--- src/rtl/uart_pkg.sv ---
// Shared UART framing definitions: parser state encodings, error codes and
// default frame marker / command values.
package uart_pkg;

  localparam int DATA_W = 8;

  typedef enum logic [2:0] {
    S_IDLE = 3'd0,
    S_CMD  = 3'd1,
    S_ADDR = 3'd2,
    S_DATA = 3'd3,
    S_CSUM = 3'd4
  } state_t;

  localparam logic [1:0] ERR_NONE    = 2'b00;
  localparam logic [1:0] ERR_CSUM    = 2'b01;
  localparam logic [1:0] ERR_CMD     = 2'b10;
  localparam logic [1:0] ERR_TIMEOUT = 2'b11;

  localparam logic [DATA_W-1:0] SYNC_BYTE_DEF = 8'hA5;
  localparam logic [DATA_W-1:0] CMD_WRITE_DEF = 8'h01;
  localparam logic [DATA_W-1:0] CMD_READ_DEF  = 8'h02;

endpackage

--- src/rtl/uart_byte_timeout.sv ---
// Loadable saturating down-counter; o_Expire is high while the count sits at
// zero. Clear has priority over load, load over decrement.
module uart_byte_timeout #(
  parameter int CNT_W = 14
) (
  input  logic             i_Clock,
  input  logic             i_Reset_n,
  input  logic             i_Clear,
  input  logic             i_Load,
  input  logic [CNT_W-1:0] i_Load_Val,
  input  logic             i_En,
  output logic             o_Expire
);

  logic [CNT_W-1:0] count;

  always_ff @(posedge i_Clock or negedge i_Reset_n) begin
    if (!i_Reset_n) begin
      count <= '0;
    end else if (i_Clear) begin
      count <= '0;
    end else if (i_Load) begin
      count <= i_Load_Val;
    end else if (i_En && (count != '0)) begin
      count <= count - 1'b1;
    end
  end

  assign o_Expire = (count == '0);

endmodule

--- src/rtl/uart_cmd_parser.sv ---
// Assembles SYNC/CMD/ADDR/DATA/CSUM frames from the UART receiver and issues
// register write / read-request strobes or coded error pulses.
module uart_cmd_parser
  import uart_pkg::*;
#(
  parameter logic [DATA_W-1:0] SYNC_BYTE    = SYNC_BYTE_DEF,
  parameter logic [DATA_W-1:0] CMD_WRITE    = CMD_WRITE_DEF,
  parameter logic [DATA_W-1:0] CMD_READ     = CMD_READ_DEF,
  parameter int                TIMEOUT_CLKS = 9360
) (
  input  logic              i_Clock,
  input  logic              i_Reset_n,
  input  logic              i_Rx_DV,
  input  logic [DATA_W-1:0] i_Rx_Byte,
  output logic              o_Wr_En,
  output logic              o_Rd_Req,
  output logic [DATA_W-1:0] o_Addr,
  output logic [DATA_W-1:0] o_Wr_Data,
  output logic              o_Err,
  output logic [1:0]        o_Err_Code,
  output logic              o_Busy
);

  localparam int CNT_W = $clog2(TIMEOUT_CLKS + 1);
  localparam logic [CNT_W-1:0] TO_LOAD = CNT_W'(TIMEOUT_CLKS - 1);

  state_t            state;
  logic [DATA_W-1:0] cmd_q;
  logic [DATA_W-1:0] addr_q;
  logic [DATA_W-1:0] data_q;
  logic [DATA_W-1:0] csum_q;
  logic              to_expire;
  logic              to_clear;
  logic              timeout_hit;

  function automatic logic is_known_cmd(input logic [DATA_W-1:0] c);
    return (c == CMD_WRITE) || (c == CMD_READ);
  endfunction

  // The counter is reloaded by every accepted byte (including SYNC, which is
  // the entry to S_CMD) and held at zero while idle.
  assign to_clear    = (state == S_IDLE) && !(i_Rx_DV && (i_Rx_Byte == SYNC_BYTE));
  assign timeout_hit = (state != S_IDLE) && to_expire && !i_Rx_DV;

  uart_byte_timeout #(
    .CNT_W (CNT_W)
  ) u_timeout (
    .i_Clock    (i_Clock),
    .i_Reset_n  (i_Reset_n),
    .i_Clear    (to_clear),
    .i_Load     (i_Rx_DV),
    .i_Load_Val (TO_LOAD),
    .i_En       (state != S_IDLE),
    .o_Expire   (to_expire)
  );

  always_ff @(posedge i_Clock or negedge i_Reset_n) begin
    if (!i_Reset_n) begin
      state      <= S_IDLE;
      cmd_q      <= '0;
      addr_q     <= '0;
      data_q     <= '0;
      csum_q     <= '0;
      o_Wr_En    <= 1'b0;
      o_Rd_Req   <= 1'b0;
      o_Addr     <= '0;
      o_Wr_Data  <= '0;
      o_Err      <= 1'b0;
      o_Err_Code <= ERR_NONE;
      o_Busy     <= 1'b0;
    end else begin
      o_Wr_En  <= 1'b0;
      o_Rd_Req <= 1'b0;
      o_Err    <= 1'b0;

      if (timeout_hit) begin
        o_Err      <= 1'b1;
        o_Err_Code <= ERR_TIMEOUT;
        state      <= S_IDLE;
        o_Busy     <= 1'b0;
      end else begin
        case (state)
          S_IDLE: begin
            if (i_Rx_DV && (i_Rx_Byte == SYNC_BYTE)) begin
              state  <= S_CMD;
              o_Busy <= 1'b1;
            end
          end
          S_CMD: begin
            if (i_Rx_DV) begin
              cmd_q  <= i_Rx_Byte;
              csum_q <= i_Rx_Byte;
              if (is_known_cmd(i_Rx_Byte)) begin
                state <= S_ADDR;
              end else begin
                o_Err      <= 1'b1;
                o_Err_Code <= ERR_CMD;
                state      <= S_IDLE;
                o_Busy     <= 1'b0;
              end
            end
          end
          S_ADDR: begin
            if (i_Rx_DV) begin
              addr_q <= i_Rx_Byte;
              csum_q <= csum_q ^ i_Rx_Byte;
              state  <= S_DATA;
            end
          end
          S_DATA: begin
            if (i_Rx_DV) begin
              data_q <= i_Rx_Byte;
              csum_q <= csum_q ^ i_Rx_Byte;
              state  <= S_CSUM;
            end
          end
          S_CSUM: begin
            if (i_Rx_DV) begin
              if (i_Rx_Byte == csum_q) begin
                o_Addr    <= addr_q;
                o_Wr_Data <= data_q;
                if (cmd_q == CMD_WRITE) begin
                  o_Wr_En <= 1'b1;
                end else begin
                  o_Rd_Req <= 1'b1;
                end
              end else begin
                o_Err      <= 1'b1;
                o_Err_Code <= ERR_CSUM;
              end
              state  <= S_IDLE;
              o_Busy <= 1'b0;
            end
          end
          default: begin
            state  <= S_IDLE;
            o_Busy <= 1'b0;
          end
        endcase
      end
    end
  end

endmodule

--- config.mk ---
export PLATFORM = sky130hd
export DESIGN_NAME = uart_cmd_parser
export DESIGN_NICKNAME = d
export VERILOG_FILES = /design/src/rtl/uart_pkg.sv /design/src/rtl/uart_byte_timeout.sv /design/src/rtl/uart_cmd_parser.sv
export SDC_FILE = /design/constraint.sdc
export NUM_CORES = 1
export LEC_CHECK = 0
export ABC_CLOCK_PERIOD_IN_PS = 2100
export CORE_MARGIN = 2
export CORE_UTILIZATION = 53
export DETAILED_ROUTE_END_ITERATION = 16
export DONT_BUFFER_PORTS = 1
export PLACE_DENSITY = 0.68
export SYNTH_ARGS = -nofsm -noshare
export SYNTH_HDL_FRONTEND = slang
export SYNTH_SLANG_ARGS = --single-unit
--- constraint.sdc ---
create_clock -name i_Clock -period 2.1 [get_ports i_Clock]
set_input_delay 0.315 -clock i_Clock [delete_from_list [all_inputs] [get_ports i_Clock]]
set_output_delay 0.315 -clock i_Clock [all_outputs]
set_load 0.03 [all_outputs]
Word-level counts from Yosys, hierarchy flattened
Cells that the tools add are included.

word-level totals
  register bits after elaboration = 71
  word-level logic and storage cells = 101

cells by class
  add/sub/neg operators = 1
  eq/ne operators = 19
  multiplexer cells = 42
  bitwise operators = 2
  reduce and logical (&&, ||, !) cells = 24

operator list
  cell                     count
  $mux W14                 3
  $mux W1                  20
  $mux W3                  6
  $ne A3 B3 Y1 const B     6
  $eq A8 B1 Y1 const B     2
  $mux W8                  2
  $pmux W8 S2              1
  $pmux W3 S5              1
  $reduce_and A5 Y1        3
  $logic_not A14 Y1        1
  $reduce_bool A14 Y1      1
  $sub A14 B1 Y14 const B  1
  $mux W2                  6
  $reduce_and A3 Y1        3
  $reduce_bool A3 Y1       3
  $eq A8 B2 Y1 const B     1
  $eq A8 B8 Y1             1
  $eq A8 B8 Y1 const B     1
  $reduce_and A4 Y1        2
  $xor A8 B8 Y8            1
  $eq A3 B2 Y1 const B     2
  $logic_and A1 B1 Y1      5
  $ne A2 B1 Y1 const B     2
  $pmux W1 S4              1
  12 further kinds         13

Depth between registers and ports, before layout
Gate-level depths: netlist of the first run.

  depth after elaboration = 6
  gate-level depth with buffers = 7
  depth with buffers taken out = 7

By module
Synthesis of the first run repeated with hierarchy kept, for this count alone.

second synthesis, totals
  cells, all modules = 321
  area total of the unflattened synthesis = 3593.4 µm²

by module, submodules not included
  module             instances  cells each  area each (µm²)  seq. area each (µm²)
  uart_cmd_parser    1          199         2556.2           1426.4
  uart_byte_timeout  1          122         1037.2           350.3

Worst setup path after synthesis of the first run
No wires, ideal clock.

  path type = input -> register
  start = in i_Rx_Byte[1]
  end = reg o_Addr[0]
  arrival = 1.721 ns
  required time = 1.975 ns
  slack = 0.255 ns
  stages on the path = 6
  path buffers = 2
  cells stage by stage = clkbuf_1 > xnor2_1 > nand4_1 > nor4_2 > buf_2 > mux2_2

on the way
  longest elaborated chain between the ends = 2

ends and longest elaborated chain
  what                                line                    text
  start: declaration                  uart_cmd_parser.sv:14   input logic [DATA_W-1:0] i_Rx_Byte,
  $eq A8 B8 Y1                        uart_cmd_parser.sv:119  if (i_Rx_Byte == csum_q) begin
  $reduce_and A4 Y1 (no source line)  n/a
  end signal: assignment              uart_cmd_parser.sv:120  o_Addr <= addr_q;
  end: declaration                    uart_cmd_parser.sv:17   output logic [DATA_W-1:0] o_Addr,

No other way between the ends.
A chain may end at the register's enable or synchronous reset.

Final worst setup path of the first run
  start = reg u_timeout.count[0]
  end = reg u_timeout.count[8]

on the way
  longest elaborated chain between the ends = 4
  elaborated cells on any way between the ends = 7
  those cells by class = add/sub: 1; mux: 3; reduce/logical: 3

ends and longest elaborated chain
  what                      line                     text
  start: declaration        uart_byte_timeout.sv:15  logic [CNT_W-1:0] count;
  start signal: assignment  uart_byte_timeout.sv:23  count <= i_Load_Val;
  start signal: assignment  uart_byte_timeout.sv:25  count <= count - 1'b1;
  $sub A14 B1 Y14           uart_byte_timeout.sv:25
  $mux W14                  uart_byte_timeout.sv:24  end else if (i_En && (count != '0)) begin
  $mux W14                  uart_byte_timeout.sv:22  end else if (i_Load) begin
  $mux W14                  uart_byte_timeout.sv:20  end else if (i_Clear) begin

Several ways; a longest one is shown, not always the timed one. The select of a mux whose other input is x is not followed.

==> metrics, run 1 <==
synth unique cells=41; Final Setup Violations=0; Clock Tree Root=clkbuf_8; gr usage total=20.2%; Layout Utilization=59.6%; kind of critical path=flop to flop; Primary FF master, synth=dfrtp_1; CTS Sinks=71; Worst-Skew Late Latency=0.34 ns; vias in the first global route=2061; final hold violations=0; final period utilization=89.2%; routability cong.=0.820; DP Cell Count=339; DP HPWL=3.95 mm; worst slew pin tran=0.512 ns; worst-case clock buffer depth=2; largest family of logic cells by synthesized area=simple AND/OR/NAND/NOR gates; grt ovf=0; Synth Instances=266; Syn Area/Cell=12.0 um2; crit path DAT=2.09 ns; CTS Buf Count=9; Critical Path Source Type=flop; Max IR drop VDD=613 uV; ANT nets after route=0; Starting Density=54.4%; Tot Pwr=3.96 mW; syn_nets=279; Remaining DRCs=0; crit path max fanout=7; row count=28; CTS tree=built; hold path startpoint=i_Rx_DV; RSZ-0062 raised after global routing=false; Synth Area in XOR/XNOR=7.43%; final layout net count=290; total core area=0.00585 mm2; largest net degree at the start of global routing=72; crit path launch=u_timeout.count[0]; clock skew=0.00547 ns; Hold Crit Depth=1; Crit path required time=2.32 ns; Final min period=1.87 ns; share of layout cells above drive strength 1=24.6%; hold slack final=0.0540 ns; YS warnings=0; mux cell area share after synthesis=14.1%; chip height=81.5 um; Crit. End Element=flop; post-synthesis simple-gate area fraction=14.7%; Reg2Reg Depth=7; worst min-delay path category=input pin to flop; static leakage=1.57 nW; commonest non-fill, non-tap cell in the layout=dfrtp_1; Max-Cap Viols=0; antenna violations before repair=0; io pins=33; PortBufs=0; post-DR wirelength/cell=16.8 um; Final Max Slew Viols=0; die area=0.00664 mm2; DRT Pass-1 Iters=4; PwrDens=1140 mW/mm2; Initial DRC Count=84; Peak Freq=534 MHz; post-synthesis adder-cell area fraction=0.786%; clock-pin slew on the worst setup and hold paths=0.07 ns; synthesized flop and latch total=71; routed vias/inst=5.66; Post-Route WL=5.95 mm; EDFF count, synth=0; via count=2010; Non-Filler Instances=355; setup total negative slack=0 ns; Cell Area, Synth=0.00318 mm2; first-pass GRT wire length=10.0 mm; die width=81.5 um; post-synthesis sequential area ratio=55.8%; FFs w/ async S/R, synth=100%; most frequent cells in the layout=dfrtp_1 (71), mux2_2 (40), nand2_1 (27); FF-to-FF Start=u_timeout.count[0]; status=finished clean; post-synthesis compound-gate area fraction=5.15%; Inserted Diodes=0; Layout area overhead=9.43%; CTS H-tree depth=3; Slew HR=65.8%
## worst paths after layout
check,endpoint,slack [ns]
worst max-delay path,u_timeout.count[8],0.23
worst min-delay path,o_Err_Code[1],0.05
worst max register to register,u_timeout.count[8],0.23
worst min register to register,cmd_q[1],0.51
max in group asynchronous,csum_q[6],1.31
min in group asynchronous,o_Wr_Data[1],0.52
## worst max-delay path: stages (launching register included)
cell and delay (ns):
dfrtp_1 0.41, inv_1 0.13, ha_1 0.17, nor4b_1 0.34
and3_4 0.28, a21oi_2 0.10, nand2_1 0.23, nor2_1 0.09
## through the flow
step / cell area, um2 / setup slack (ns)
5_1_grt: 3480 / 0.0237
6_report: 3480 / 0.228
3_3_place_gp: 3290 / 0.305
2_1_floorplan: 3180 / 0.255
3_5_place_dp: 3290 / 0.242
4_1_cts: 3480 / 0.224
## cell usage after synthesis (all sizes together) (4+ instances only)
cell,count,area share [%]
mux2,40,14
xor2,13,3.6
nor2,22,2.6
xnor2,14,3.9
nor4,5,1.8
nand3,6,0.94
clkbuf,5,0.59
inv,5,0.59
nand4,6,1.2
nand2,27,3.2
dfrtp,71,56
a21oi,6,1.1
a31oi,4,0.79
buf,4,0.82
o21ai,8,1.3
## area by class of cell
class / instances / area [um2]
clock inverters: 4 / 25.0
multi-input cells: 181 / 1350
clock buffers: 10 / 128
repair buffers: 9 / 90.1
well taps: 75 / 93.8
fillers: 474 / 2370
flip-flops and latches: 71 / 1780
inverters: 5 / 18.8
## per-layer routing
metal	wire, um	GRT usage (%)	vias to the layer above
met5	0	0	-
met1	2770	27.0	1006
met3	281	5.27	10
met4	108	10.7	0
li1	-	-	954
met2	2790	30.3	40
## flip-flops by register name, indices dropped and copies added (netlist names)
| register | cells |
|---|---|
| data_q | 8 |
| o_Wr_Data | 8 |
| o_Err | 1 |
| o_Err_Code | 2 |
| u_timeout.count | 14 |
| state | 3 |
| csum_q | 8 |
| o_Addr | 8 |
| o_Busy | 1 |
| o_Wr_En | 1 |
| o_Rd_Req | 1 |
| cmd_q | 8 |
| addr_q | 8 |
## timing repair
| item | in CTS | in global routing |
|---|---|---|
| hold buffers | 2 | 0 |
| buffers inserted | 0 | 0 |
| gates resized for setup | 0 | 0 |
| hold endpoints to repair | 71 | 0 |
## cell families after synthesis
kind of cell / Yosys count
fa+ha+maj: 2
xor+xnor: 27
mux: 40
simple gates: 86
buf+inv: 14
compound gates: 26
flops: 71
## power breakdown
part           switching, mW  internal (mW)
Clock                  0.483          0.411
Combinational          0.582          0.543
Sequential             0.281           1.66
Power figures use the tool's default switching activity.
==> run 2, diff against run 1 <==
--- a/config.mk
+++ b/config.mk
@@ -10,6 +10,7 @@
 export CORE_UTILIZATION = 53
 export DETAILED_ROUTE_END_ITERATION = 16
 export DONT_BUFFER_PORTS = 1
+export GPL_ROUTABILITY_DRIVEN = 0
 export PLACE_DENSITY = 0.68
 export SYNTH_ARGS = -nofsm -noshare
 export SYNTH_HDL_FRONTEND = slang
==> results of run 2 <==
Final layout, timing and power as in run 1 (identical DEF).
